## src/rtl/prio_req_arbiter.sv

```systemverilog
// Grant sequencer for 8 requesters that share one datapath.
// Supports fixed or round-robin priority, a hold limit, and one dead cycle between owners.
//
// state | meaning
// IDLE  | no owner; arbitrate every edge while en=0
// GRANT | owner holds the datapath; hold counter runs
// GAP   | one dead cycle after release (break-before-make); arbitrates like IDLE
module prio_req_arbiter #(
  parameter int N        = 8,
  parameter int IW       = 3,
  parameter int MAX_HOLD = 16,
  parameter int CW       = 5
) (
  input  logic          clk,
  input  logic          rst,
  input  logic          en,
  input  logic          mode,
  input  logic [N-1:0]  req,
  input  logic [N-1:0]  mask,
  output logic [N-1:0]  gnt,
  output logic [IW-1:0] gnt_idx,
  output logic          gnt_valid,
  output logic          timeout
);

  typedef enum logic [1:0] {
    IDLE  = 2'd0,
    GRANT = 2'd1,
    GAP   = 2'd2
  } state_t;

  state_t        state_q, state_d;
  logic [N-1:0]  gnt_q, gnt_d;
  logic [IW-1:0] idx_q, idx_d;
  logic          valid_q, valid_d;
  logic          timeout_q, timeout_d;
  logic [CW-1:0] cnt_q, cnt_d;
  logic [IW-1:0] ptr_q, ptr_d;

  logic [N-1:0]  elig;
  logic          win_found;
  logic [IW-1:0] win_idx;
  logic [IW-1:0] cand;
  logic          owner_ok;
  logic          hold_hit;

  // Step k of the search visits N-k (fixed) or ptr-k mod N (round-robin, ptr visited last).
  always_comb begin
    elig      = req & mask;
    win_found = 1'b0;
    win_idx   = '0;
    cand      = '0;
    for (int k = 1; k <= N; k++) begin
      cand = mode ? (ptr_q - IW'(k)) : IW'(N - k);
      if (!win_found && elig[cand]) begin
        win_found = 1'b1;
        win_idx   = cand;
      end
    end
  end

  assign owner_ok = req[idx_q] & mask[idx_q];
  assign hold_hit = (cnt_q == CW'(MAX_HOLD));

  always_comb begin
    state_d   = state_q;
    gnt_d     = gnt_q;
    idx_d     = idx_q;
    valid_d   = valid_q;
    timeout_d = 1'b0;
    cnt_d     = cnt_q;
    ptr_d     = ptr_q;
    case (state_q)
      IDLE, GAP: begin
        if (!en && win_found) begin
          state_d = GRANT;
          gnt_d   = N'(1) << win_idx;
          idx_d   = win_idx;
          valid_d = 1'b1;
          cnt_d   = CW'(1);
        end else begin
          state_d = IDLE;
          gnt_d   = '0;
          valid_d = 1'b0;
        end
      end
      GRANT: begin
        if (en || !owner_ok || hold_hit) begin
          state_d   = GAP;
          gnt_d     = '0;
          valid_d   = 1'b0;
          // Only a hold-limit revocation is flagged; enable and request drops take precedence.
          timeout_d = !en && owner_ok;
          if (mode) ptr_d = idx_q;
        end else begin
          cnt_d = cnt_q + CW'(1);
        end
      end
      default: begin
        state_d = IDLE;
        gnt_d   = '0;
        valid_d = 1'b0;
      end
    endcase
  end

  always_ff @(posedge clk) begin
    if (rst) begin
      state_q   <= IDLE;
      gnt_q     <= '0;
      idx_q     <= '0;
      valid_q   <= 1'b0;
      timeout_q <= 1'b0;
      cnt_q     <= '0;
      ptr_q     <= '0;
    end else begin
      state_q   <= state_d;
      gnt_q     <= gnt_d;
      idx_q     <= idx_d;
      valid_q   <= valid_d;
      timeout_q <= timeout_d;
      cnt_q     <= cnt_d;
      ptr_q     <= ptr_d;
    end
  end

  assign gnt       = gnt_q;
  assign gnt_idx   = idx_q;
  assign gnt_valid = valid_q;
  assign timeout   = timeout_q;

endmodule

```

## config.mk

```make
export PLATFORM = sky130hd
export DESIGN_NAME = prio_req_arbiter
export DESIGN_NICKNAME = d
export VERILOG_FILES = /design/src/rtl/prio_req_arbiter.sv
export SDC_FILE = /design/constraint.sdc
export NUM_CORES = 1
export LEC_CHECK = 0
export ABC_AREA = 1
export CAP_MARGIN = 10
export CORE_MARGIN = 2
export CORE_UTILIZATION = 35
export CTS_BUF_LIST = sky130_fd_sc_hd__clkbuf_8
export DETAILED_ROUTE_END_ITERATION = 8
export GPL_ROUTABILITY_DRIVEN = 0
export HOLD_SLACK_MARGIN = 0.02
export SLEW_MARGIN = 20
export SYNTH_ARGS = -nofsm -noshare
export SYNTH_HDL_FRONTEND = slang
export SYNTH_SLANG_ARGS = --single-unit
```

## constraint.sdc

```tcl
create_clock -name clk -period 2.4 [get_ports clk]
set_clock_uncertainty 0.05 [all_clocks]
set_input_delay 0.24 -clock clk [delete_from_list [all_inputs] [get_ports clk]]
set_output_delay 0.24 -clock clk [all_outputs]
set_load 0.01 [all_outputs]
```

* Yosys cells after proc, flatten, opt, wreduce, memory -nomap -nowiden
Index checks and enable logic that the tools add are counted.
** Storage, ports and cells
- Bits in registers :: 23
- Input port bits :: 20
- Output and inout port bits :: 13
** Operators by class
- Add/sub/neg operators :: 8
- Order comparisons :: 9
- Eq/ne operators :: 6
- Shifts and indexed selects :: 1
- Muxes and demuxes :: 56
- Bitwise operators :: 4
- Reduce and logical (&&, ||, !) cells :: 27
** Operators by type and width (number)
- 3-bit 2-to-1 mux :: 16
- 3-bit by 4-bit < comparator with 1-bit output, second input constant :: 9
- 1-bit binary-select mux with 3-bit select :: 10
- 1-bit 2-to-1 mux :: 21
- 8-bit 2-to-1 mux :: 2
- 8-bit case mux with 2 select lines :: 1
- 3-bit subtractor, second input constant :: 4
- 5-bit 2-to-1 mux :: 2
- 5-bit case mux with 2 select lines :: 1
- 1-bit logical AND :: 9
- 1-bit zero test :: 9
- 8-bit bitwise AND :: 1
- 1-bit by 3-bit left shift with 8-bit output, first input constant :: 1
- 2-bit inequality test, second input constant :: 3
- 3-bit AND reduction :: 2
- 3-bit by 2-bit subtractor with 3-bit output, second input constant :: 2
- 5-bit by 1-bit adder with 5-bit output, second input constant :: 1
- 5-bit == test, second input constant :: 1
- 2-bit case mux with 2 select lines :: 1
- 3-bit OR reduction :: 1
- 3-bit by 1-bit subtractor with 3-bit output, second input constant :: 1
- 2-bit by 1-bit == test with 1-bit output, second input constant :: 1
- 2-bit == test, second input constant :: 1
- 2-bit zero test :: 1
- other kinds (8) :: 10

* Logic depth before layout (Yosys ltp)
- Word-level depth :: 29
- Gate-level depth with buffers :: 18
- Depth with buffers taken out :: 17

* Worst setup path after synthesis
No wires, ideal clock.
- Kind :: reg-to-reg
- From :: reg ptr_q[0]
- To :: reg cnt_q[3]
- Arrival :: 2187 ps
- Required time :: 2233 ps
- Setup slack :: 47 ps
- Stages on the path, launching flop included :: 18
- Clock period less this slack :: 2353 ps
- Path through :: dfxtp_1 -> inv_1 -> ha_1 -> nand2_4 -> inv_1 -> nand3_1 -> nand3_1 -> nand2_1 -> nand2_4 -> nor2_8 -> nand4_4 -> nor2_4 -> nand2_4 -> nand2_8 -> nand2_4 -> nand2_2 -> xor2_1 -> nor2_1
** On the way
- Word-level cells in the longest chain between the ends :: 29
** RTL lines
- start: declaration :: RTL line 38 : logic [IW-1:0] ptr_q, ptr_d;
- start signal: assignment :: RTL line 123 : ptr_q <= ptr_d;
- 3-bit by 1-bit subtractor with 3-bit output :: RTL line 54 : cand = mode ? (ptr_q - IW'(k)) : IW'(N - k);
- 3-bit 2-to-1 mux :: RTL line 54
- 1-bit binary-select mux with 3-bit select :: RTL line 55 : if (!win_found && elig[cand]) begin
- 1-bit 2-to-1 mux (not written as such) :: RTL line 55
- 1-bit 2-to-1 mux :: RTL line 55
- 1-bit zero test :: RTL line 55
- 1-bit logical AND :: RTL line 55
- 1-bit 2-to-1 mux :: RTL line 55
- (+13 left out)
- 1-bit logical AND :: RTL line 55
- 1-bit 2-to-1 mux :: RTL line 55
- 1-bit zero test :: RTL line 55
- 1-bit logical AND :: RTL line 55
- 1-bit 2-to-1 mux * :: RTL line 55
- 1-bit logical AND * :: RTL line 75 : if (!en && win_found) begin
- 2-bit inequality test (no source line) *
- 3-bit AND reduction (no source line) *
- end signal: assignment :: RTL line 122 : cnt_q <= cnt_d;
- end: declaration :: RTL line 37 : logic [CW-1:0] cnt_q, cnt_d;
Mark *: on every way between the ends. The rest lies on a longest branch, timed or not. The select of a mux whose other input is x is not followed.
A chain may end at the register's enable or synchronous reset.

* Final worst setup path
- From :: reg ptr_q[0]
- To :: reg gnt_q[2], in the netlist gnt[2]
** On the way
- Word-level cells in the longest chain between the ends :: 29
** RTL lines
- 3-bit by 1-bit subtractor with 3-bit output :: RTL line 54
- 3-bit 2-to-1 mux :: RTL line 54
- 1-bit binary-select mux with 3-bit select :: RTL line 55
- 1-bit 2-to-1 mux (not written as such) :: RTL line 55
- 1-bit 2-to-1 mux :: RTL line 55
- 1-bit zero test :: RTL line 55
- 1-bit logical AND :: RTL line 55
- 1-bit 2-to-1 mux :: RTL line 55
- (+13 left out)
- 1-bit logical AND :: RTL line 55
- 1-bit 2-to-1 mux :: RTL line 55
- 1-bit zero test :: RTL line 55
- 1-bit logical AND :: RTL line 55
- 3-bit 2-to-1 mux or 1-bit 2-to-1 mux (tied branches) :: RTL line 55
- 1-bit by 3-bit left shift with 8-bit output or 1-bit logical AND (tied branches) :: RTL line 77, 75
- 8-bit 2-to-1 mux * :: RTL line 75
- 8-bit case mux with 2 select lines * :: RTL line 73 : case (state_q)
- end signal: assignment :: RTL line 118 : gnt_q <= gnt_d;
- end: declaration :: RTL line 33 : logic [N-1:0] gnt_q, gnt_d;
Marked as above.

==> summary.md <==
| Metric | Value |
|---|---|
| Run status | finished, final reports clean |
| Pre-CTS setup slack | -0.3751 ns |
| Initial core utilization | a little over a third |
| Slowest CP cell | dfxtp_2 |
| Mapped Cells | between 300 and 400 |
| Global-route usage over all layers | 17.58% |
| Iteration-0 DRC Markers | roughly 100 |
| Number of global-route vias before repair | around 2000 |
| 1st-pass router iterations | 4 |
| I/O pin cnt | 33 |
| Mapped Area | 1979 sq um |
| Clk_lat worst skew | roughly 0.27 ns |
| Final Hold Vio Count | 0 |
| Area leader, netlist | dfxtp_1 |
| Async SR Flop Fraction | 0% |
| Final Max Tran Viols | 0 |
| Min Hold Slack | a little over 0.4 ns |
| Most frequent cell after synthesis | nand2_1 |
| Crit. End Element | flop |
| RSZ-0062 raised after global routing | yes |
| DR vias/cell | 4.939 |
| Core area | roughly 5500 sq um |
| Commonest cells post-synth | nand2_1 (84), nand3_1 (50), inv_1 (29), dfxtp_1 (23), nor2_1 (21) |
| CTS clk-pin slew, worst paths | ~0.080 ns |
| # DRC | 0 |
| Top delay family on crit path | simple AND/OR/NAND/NOR gates |
| Yosys warning total | 0 |
| Die Area | ~6300 sq um |
| Final Cycle Share | between 90% and 100% |
| HPWL Detailed | between 4 and 5 mm |
| Avg WL per Cell | around 13 um |
| Mapped Nets | 325 |
| CTS tree | done |
| CTS Buf Count | 3 |
| Largest net degree at the start of global routing | 13 |
| Synth top area share | between 20% and 30% |
| Global-route wire length before repair | 8.907 mm |
| Worst-Margin Slew | around 0.39 ns |
| Slew headroom | 73.99% |
| Startpoint types | flop |
| Setup violations, final | 0 |
| Crit path buffers/inverters | 3 |
| Final wirelength | ~6.0 mm |
| Initial antenna violation count | 0 |
| Vias | ~2300 |
| Leak Pwr | ~1.4 nW |
| Worst Hold Class | flop to flop |
| Std cell rows | 27 |
| Worst Path Arrival | 2.51 ns |
| FMAX | 423.8 MHz |
| Synthesis-to-layout area growth | 59.48% |
| Top_reg_cell synth | dfxtp_1 |
| Root Driver | clkbuf_8 |
| Antenna cells | 0 |
| Post-synthesis average cell area | between 6 and 7 sq um |
| Fin crit period | between 2 and 2.5 ns |
| Peak supply drop | between 300 and 400 uV |
| Die extent in y | just under 80 um |
| CP Class | flop to flop |
| ANT nets after route | 0 |
| Power density over the cells | between 400 and 500 nW/um^2 |
| Share of cells above drive strength 1 | roughly 44% |
| Setup slack after layout | 0.04042 ns |
| # clock sinks | 23 |
| Nets | 410 |
| CP peak stage delay | approximately 0.34 ns |
| Synth cell types | 35 |
| MaxCap Viol Count | 0 |
| # hold bufs at CTS | 0 |
| Crit-path cells | buf_6 -> ha_4 -> nor2_1 -> nor2_4 -> buf_4 -> buf_4 -> nand2_1 -> nand2_2 -> nand3_2 -> nor2_2 -> nor2_2 -> nand2_2 -> nor2_2 -> nand3_2 -> nor2_4 -> nand3_2 -> a21oi_2 |
| Top post-synthesis cells by area | dfxtp_1 (23%), nand2_1 (16%), nand3_1 (13%) |
| CP required | 2.55 ns |
| IO buf count | 32 |
| Sequential cell area fraction in the yosys report | a little under a quarter |
| Width of the die | roughly 79 um |
| CTS max path bufs | 2 |
| Post-synth EDFFs | 0 |
| Critical path peak fanout | 5 |
| Synthesized flop and latch total | 23 |
| Htree depth | 1 |
| Total global routing overflow | 0 |
## where the power goes
part	leakage [nW]	internal, mW	switching, mW
sequential	0.189	0.410	0.0246
clock	0.0269	0.114	0.124
combinational	1.16	0.362	0.451
## kinds of logic after synthesis
logic type,after synthesis,share of synthesized area (%)
AOI/OAI and AO/OA,28,8.913
xor gates and xnor gates,2,0.8851
buffers and inverters,39,8.849
adders and majority gates,4,2.529
and+or+nand+nor,205,55.56
DFF,23,23.26
## routing by layer
metal	up-vias	routed length, um	GRT usage [%]	part of all wire (%)
li1	1160	-	-	-
met1	1039	2635	23.08	44
met2	51	3072	30.85	51
met3	7	228	2.159	3.8
met4	0	58	3.621	0.97
met5	-	0	0	0
## flip-flops by register name (all words and copies together), names as in the netlist
| register | cells |
|---|---|
| ptr_q | 3 |
| cnt_q | 5 |
| gnt_valid | 1 |
| gnt_idx | 3 |
| timeout | 1 |
| state_q | 2 |
| gnt | 8 |
## worst paths after layout
check	startpoint	end	slack [ns]	cells after the start
hold reg to reg	gnt[6]	gnt[6]	0.42	2
hold / removal	gnt[6]	gnt[6]	0.42	2
setup reg to reg	ptr_q[0]	gnt[2]	0.04	17
setup / recovery	ptr_q[0]	gnt[2]	0.04	17
## stage by stage
stage | instance area (sq um) | cells | total power, mW | util [%] | setup TNS (ns)
floorplan | 1979 | 301 | 0.8336 | - | 0
global placement | 2676 | 443 | 1.059 | 48.90 | -5.167
CTS | 2776 | 450 | 1.326 | 50.73 | 0
detailed placement | 2676 | 443 | 1.065 | 48.90 | -5.760
global route | 3157 | 457 | 1.586 | 57.68 | -0.8495
finish | 3157 | 457 | 1.487 | 57.68 | 0
## cells in the final DEF (no fill, tap or decap), drive strengths merged
cell type and n:
clkbuf 4, a21boi 1, nand4 6, nand3 60, clkinv 1, a31oi 1
a21oi 16, and2 1, o22ai 2, o21ai 5, xor2 2, ha 4
dfxtp 23, a32oi 1, clkdlybuf4s50 31, a211oi 1, clkinvlp 1, nand2 105
a31o 1, nor3 4, inv 34, nor2 29, buf 52
## layout make-up
cell class | instances | area (sq um)
clock inverter | 1 | 3.754
clock buffer | 3 | 41.29
fill | 516 | 2316
sequential | 23 | 464.2
timing repair buffer | 84 | 740.7
tap | 72 | 90.09
inverter | 35 | 147.6
multi-input combinational | 239 | 1669
## repair_timing
item / in CTS / in global routing
endpoints found under the hold margin: 0 / 0
endpoints found under the setup margin: 15 / 18
pin swaps: 1 / 35
buffers inserted: 3 / 7
resized for setup: 9 / 84
## worst reg2reg max path: stages (launching register included)
cell and delay [ns]:
dfxtp_2 0.34, buf_6 0.13, ha_4 0.16, nor2_1 0.16, nor2_4 0.07, buf_4 0.13
buf_4 0.13, nand2_1 0.07, nand2_2 0.06, nand3_2 0.08, nor2_2 0.04, nor2_2 0.15
nand2_2 0.08, nor2_2 0.12, nand3_2 0.09, nor2_4 0.21, nand3_2 0.11, a21oi_2 0.14
Note: power is estimated with default switching activity, not from simulation.
